**src/rtl/diffeq_controller.sv**
```systemverilog
// Sequencing FSM for the differential-equation solver datapath: operand loads, four compute phases per iteration.
// Optional DIFFEQ_ITER_LIMIT_EN: bound the loop at MAX_ITER iterations and flag iter_overflow.
//
// state     | meaning
// IDLE      | waiting for start
// READ      | loading x, dx, a, u from the input bus
// COMPUTE_1 | datapath phase 1
// COMPUTE_2 | datapath phase 2
// COMPUTE_3 | datapath phase 3
// COMPUTE_4 | datapath phase 4, loop decision
// DONE      | one-cycle completion
module diffeq_controller #(
   parameter int MAX_ITER = 255,
   parameter int ITER_W   = 8
) (
   input  logic              clk,
   input  logic              reset,
   input  logic              start,
   input  logic              in_valid,
   input  logic              compute_done,
   input  logic              continue_while,
   output logic [2:0]        state,
   output logic              load_x,
   output logic              load_dx,
   output logic              load_a,
   output logic              load_u,
   output logic              busy,
   output logic              done,
   output logic [ITER_W-1:0] iter_count,
   output logic              iter_overflow
);

   typedef enum logic [2:0] {
      IDLE      = 3'b000,
      READ      = 3'b001,
      COMPUTE_1 = 3'b010,
      COMPUTE_2 = 3'b011,
      COMPUTE_3 = 3'b100,
      COMPUTE_4 = 3'b101,
      DONE      = 3'b110
   } state_t;

   state_t            cur, nxt;
   logic [1:0]        idx, idx_nxt;
   logic [ITER_W-1:0] cnt_nxt;
   logic              limit_hit;

`ifdef DIFFEQ_ITER_LIMIT_EN
   logic ovf_q, ovf_nxt;
   // Widened by one bit so the +1 compare never wraps.
   assign limit_hit = ({1'b0, iter_count} + 1'b1) >= (ITER_W+1)'(MAX_ITER);
   assign iter_overflow = ovf_q;
`else
   assign limit_hit = 1'b0;
   assign iter_overflow = 1'b0;
`endif

   always_ff @(posedge clk or posedge reset) begin
      if (reset) begin
         cur        <= IDLE;
         idx        <= 2'd0;
         iter_count <= '0;
      end else begin
         cur        <= nxt;
         idx        <= idx_nxt;
         iter_count <= cnt_nxt;
      end
   end

`ifdef DIFFEQ_ITER_LIMIT_EN
   always_ff @(posedge clk or posedge reset) begin
      if (reset) ovf_q <= 1'b0;
      else       ovf_q <= ovf_nxt;
   end
`endif

   always_comb begin
      nxt     = cur;
      idx_nxt = idx;
      cnt_nxt = iter_count;
`ifdef DIFFEQ_ITER_LIMIT_EN
      ovf_nxt = ovf_q;
`endif
      load_x  = 1'b0;
      load_dx = 1'b0;
      load_a  = 1'b0;
      load_u  = 1'b0;
      done    = 1'b0;
      case (cur)
         IDLE: begin
            if (start) begin
               nxt     = READ;
               idx_nxt = 2'd0;
               cnt_nxt = '0;
`ifdef DIFFEQ_ITER_LIMIT_EN
               ovf_nxt = 1'b0;
`endif
            end
         end
         READ: begin
            load_x  = in_valid & (idx == 2'd0);
            load_dx = in_valid & (idx == 2'd1);
            load_a  = in_valid & (idx == 2'd2);
            load_u  = in_valid & (idx == 2'd3);
            if (in_valid) begin
               idx_nxt = idx + 2'd1;
               if (idx == 2'd3) nxt = COMPUTE_1;
            end
         end
         COMPUTE_1: if (compute_done) nxt = COMPUTE_2;
         COMPUTE_2: if (compute_done) nxt = COMPUTE_3;
         COMPUTE_3: if (compute_done) nxt = COMPUTE_4;
         COMPUTE_4: begin
            if (compute_done) begin
               cnt_nxt = iter_count + 1'b1;
               if (continue_while && !limit_hit) begin
                  nxt = COMPUTE_1;
               end else begin
                  nxt = DONE;
`ifdef DIFFEQ_ITER_LIMIT_EN
                  if (continue_while) begin
                     ovf_nxt = 1'b1;
                     cnt_nxt = ITER_W'(MAX_ITER);
                  end
`endif
               end
            end
         end
         DONE: begin
            done = 1'b1;
            nxt  = IDLE;
         end
         default: nxt = IDLE;
      endcase
   end

   assign state = cur;
   assign busy  = (cur != IDLE);

endmodule
```
**config.mk**
```make
export PLATFORM = sky130hd
export DESIGN_NAME = diffeq_controller
export DESIGN_NICKNAME = d
export VERILOG_FILES = /design/src/rtl/diffeq_controller.sv
export SDC_FILE = /design/constraint.sdc
export NUM_CORES = 1
export LEC_CHECK = 0
export CORE_AREA = 2 2 47 49
export DETAILED_ROUTE_END_ITERATION = 12
export DIE_AREA = 0 0 49 51
export PLACE_DENSITY = 0.78
export SYNTH_ARGS = -nofsm -noshare
export SYNTH_HDL_FRONTEND = slang
export SYNTH_SLANG_ARGS = --single-unit
```
**constraint.sdc**
```tcl
create_clock -name clk -period 1.7 [get_ports clk]
set_input_delay 0.34 -clock clk [delete_from_list [all_inputs] [get_ports clk]]
set_output_delay 0.34 -clock clk [all_outputs]
set_load 0.02 [all_outputs]
```
Word-level counts from Yosys, hierarchy flattened --
Cells that the tools add are included.
Cells by class: add/sub/neg operators 2, equal/unequal tests 16, multiplexer cells 20, bitwise operators 4, reductions and logical operators 8
Operator list (number):
- $mux 3 | 8
- $pmux 3 s6 | 1
- $mux 8 | 2
- $pmux 8 s2 | 1
- $ne 2x2->1 const B | 7
- $eq 3x3->1 const B | 3
- $add 8x1->8 const B | 1
- $reduce_and 7->1 | 1
- $eq 3x2->1 const B | 2
- $reduce_and 3->1 | 2
- $mux 1 | 5
- $and 1x1->1 | 4
- $eq 2x2->1 const B | 2
- $mux 2 | 2
- $pmux 2 s2 | 1
- $reduce_bool 2->1 | 2
- $eq 3x1->1 const B | 1
- $logic_not 3->1 | 1
- $reduce_bool 3->1 | 1
- $add 2x1->2 const B | 1
- $eq 2x1->1 const B | 1
- $logic_not 2->1 | 1
Storage, ports and cells: register bits after elaboration 13, input bits 6, output and inout port bits 18

Logic depth before layout (Yosys ltp) --
depth after elaboration 4, gate-level depth with buffers 5, mapped depth without buffers 5

Worst setup path after synthesis --
No wires, ideal clock.
path kind register to output, start point reg cur[2] (netlist: state[2]), end point out load_a, arrival 1.246 ns, data required time 1.360 ns, path slack 0.114 ns, stages on the path, launching flop included 5, buffers on the path 1, cell sequence dfrtp_1 clkbuf_1 inv_1 and3_1 and2_1
On the way: longest elaborated chain between the ends 2
Ends and longest elaborated chain:
- from (decl) | line 43 | state_t cur, nxt;
- from (signal assigned) | line 64 | cur <= nxt;
- $eq 3x1->1 | line 89 | case (cur)
- $mux 1 | line 89
- to (decl) | line 25 | output logic load_a,
Every way passes these cells.

Worst setup path in the final report --
start point reg cur[1] (netlist: state[1]), end point reg iter_count[3]
On the way: longest elaborated chain between the ends 3
Ends and longest elaborated chain:
- $eq 3x3->1 / $logic_not 3->1 (equally long branches) | line 89
- $ne 2x2->1 (no source line) / $reduce_bool 2->1 (equally long branches)
- $reduce_and 3->1 (no source line)
- to (signal assigned) | line 66 | iter_count <= cnt_nxt;
- to (decl) | line 29 | output logic [ITER_W-1:0] iter_count,
Parallel ways exist; a longest one is shown, timed or not. A chain may end at the register's enable or synchronous reset.

==> impl_metrics.ini <==
[outcome]
outcome = complete, but fails checks
violations = setup timing

[clock_network]
cts_sinks = 13
cts_tree = yes
clock-root-buffer = clkbuf_4
cts_buffer_depth = 2
cts_hold_buf = 0
clk_pin_slew_worst_paths_ns = 0.08
clkLatencyLatePin_ns = 0.28
numCtsBuffers = 3
htreeDepth = 1

[setup_path]
rr_startpoint = state[1]
critPathMaxFanout = 11
crit_family = simple AND/OR/NAND/NOR gates
reg2reg_depth = 6
cp.required_ns = 1.86
cp_cell_sequence = buf_6, buf_8, or4b_4, buf_6, mux2i_1, o21bai_1
worstSetupEndpointType = register
path_buf_inv = 3
crit_top_cell = buf_6
regToRegEndpoint = iter_count[3]
cpPeakStageDelay_ns = 0.54
reg2reg_slack_ns = -0.05
slowest_stage = or4b_4
cp-start-kind = register
critical_path_class = register to register
cp.arrival_ns = 1.91

[timing]
finalSetupViolCount = 1
finalClockSkew_ns = 0.000390
hold_violations = 0
period_share_pct = 103
min_period_ns = 1.75
slew_viol_final = 0
worst_slack_ns = -0.0549
clock.fmax_ghz = 0.570
rsz0062_at_grt = true

[pwr]
p_leak_nw = 0.668
vdd_drop_max_mv = 0.963
power_density_mw_per_mm2 = 1510

[yosys]
synth.net_count = 111
dominantRegCellSynth = dfrtp_1
yosysTopAreaCell = dfrtp_1
synthDominantCellAreaShare_pct = 37.4
async_flop_share_pct = 100
yosysUniqueCellTypes = 39
synth.most_common_cell = dfrtp_1
synth_seq_area_share_pct = 37.4
syn_area_sq_um = 871
synth_common_cells = dfrtp_1, nand2_1, inv_1, nand3_1, ha_1
synthesis.instances = 100
ys_top_cells_by_area = dfrtp_1, ha_1, nand3_1, nand2_1, inv_1
yosys_warnings = 0
synth_edf_count = 0
syn_area_per_cell_sq_um = 8.71
synth-seq-cells = 13

[placed_design]
io_buffers = 22
dpl.hpwl_mm = 1.62
dp_cells = 161
gp_congestion = 0.805

[layout]
syn2layout_area_growth_pct = 46.3
final_cell_count_no_fill = 168
num-nets-final = 152
num_antenna_cells = 0
drive_above_1_share_pct = 22.9
fin_util_pct = 61.7

[floorplanning]
fp.coreArea_sq_mm = 0.00206
fp.dieArea_sq_mm = 0.00250
pin_count = 24
fp.dieH_um = 51
initial_utilization_pct = 42.2
die_width_um = 49
rows = 17

[detailed_routing]
ant_nets = 0
drt-initial-drc-count = 21
vias = 878
dr.pass1.iters = 4
vias_per_cell = 5.23
wirelength_mm = 2.20
drcViolationCount = 0
routedWlPerCell_um = 13.1

[grt]
antenna_found_initial = 0
grt_max_degree = 15
gr-total-overflow = 0
grt_pass1_vias = 839
grtUsageTotal_pct = 19.1
grt_pass1_wl_mm = 3.60

[job]
maxCapViolCount = 0

[worst_hold_path]
hold_class = primary input to async pin
==> cell type report <==
| class | count | area (sq um) |
|---|---|---|
| clock buffer | 4 | 26.3 |
| fill | 190 | 790 |
| inverter | 10 | 37.5 |
| multi-input combinational | 71 | 490 |
| sequential | 13 | 325 |
| tap | 28 | 35.0 |
| timing repair buffer | 42 | 359 |
==> state kept, by name, summed over array words and instances (netlist names) <==
register / flops
iter_count: 8
state: 3
idx: 2
==> power by group <==
part | switching (mW) | internal (mW) | total [mW] | leakage [nW]
clock | 0.102 | 0.0911 | 0.194 | 0.0150
sequential | 0.111 | 0.421 | 0.532 | 0.171
combinational | 0.591 | 0.603 | 1.19 | 0.482
total | 0.804 | 1.11 | 1.92 | 0.668
==> cell families (layout without fill, tap and decap cells) <==
family | Yosys count | count (layout) | share of synthesized area [%]
AO/OA/AOI/OAI | 22 | 22 | 19.1
adder cells (fa/ha/maj) | 5 | 5 | 7.18
buffers and inverters | 16 | 56 | 7.62
flip-flops | 13 | 13 | 37.4
multiplexers | 2 | 2 | 2.30
other | 1 | 1 | 0.431
AND/OR/NAND/NOR | 41 | 41 | 26.0
==> layer usage <==
metal / part of all wire (%) / vias up / track usage [%]
met4: 1.9 / 0 / 10.0
met2: 55 / 15 / 33.1
met1: 41 / 415 / 23.1
met5: 0 / - / 0
met3: 2.3 / 5 / 2.63
li1: - / 443 / -
==> layout by cell type, fill, tap and decap left out, types with 4 or more instances in the layout <==
cell and n:
buf_2 4, inv_1 10, dfrtp_1 13, ha_1 5, nand2_1 11, clkdlybuf4s50_1 8
and2_1 4, dlygate4sd2_1 5, buf_4 18, nand3_1 9
==> worst register-to-register path: stages (launching register included) <==
cell and delay, ns:
dfrtp_1 0.40, buf_6 0.13, buf_8 0.13, or4b_4 0.54
buf_6 0.15, mux2i_1 0.18, o21bai_1 0.12
==> metrics by stage <==
step                      cell area [sq um]  power (mW)  setup TNS, ns  hold slack [ns]  setup WS (ns)
after global routing                   1270        2.09         -0.103            0.430        -0.0928
final                                  1270        1.92        -0.0549            0.383        -0.0549
after detailed placement               1220        1.70          -1.87            0.481         -0.417
after floorplan                         871        1.16              0            0.217          0.114
after global placement                 1220        1.65          -1.72            0.474         -0.339
after CTS                              1220        1.84              0            0.401        0.00596
==> what timing repair did <==
item | 4_1_cts | 5_1_grt
gates resized for setup | 28 | 11
pin swaps | 1 | 3
endpoints found under the setup margin | 12 | 12
setup buffers | 0 | 3
==> how the worst max path moves through the flow <==
stage,start,cells after the start,slack (ns),to
after floorplan,state[2],4,0.11,load_a
after global placement,in_valid,4,-0.34,load_u
after detailed placement,in_valid,4,-0.42,load_u
after CTS,state[1],5,0.006,done
after global routing,state[1],6,-0.09,iter_count[3]
final,state[1],6,-0.05,iter_count[3]
(Power assumes the default switching activity.)
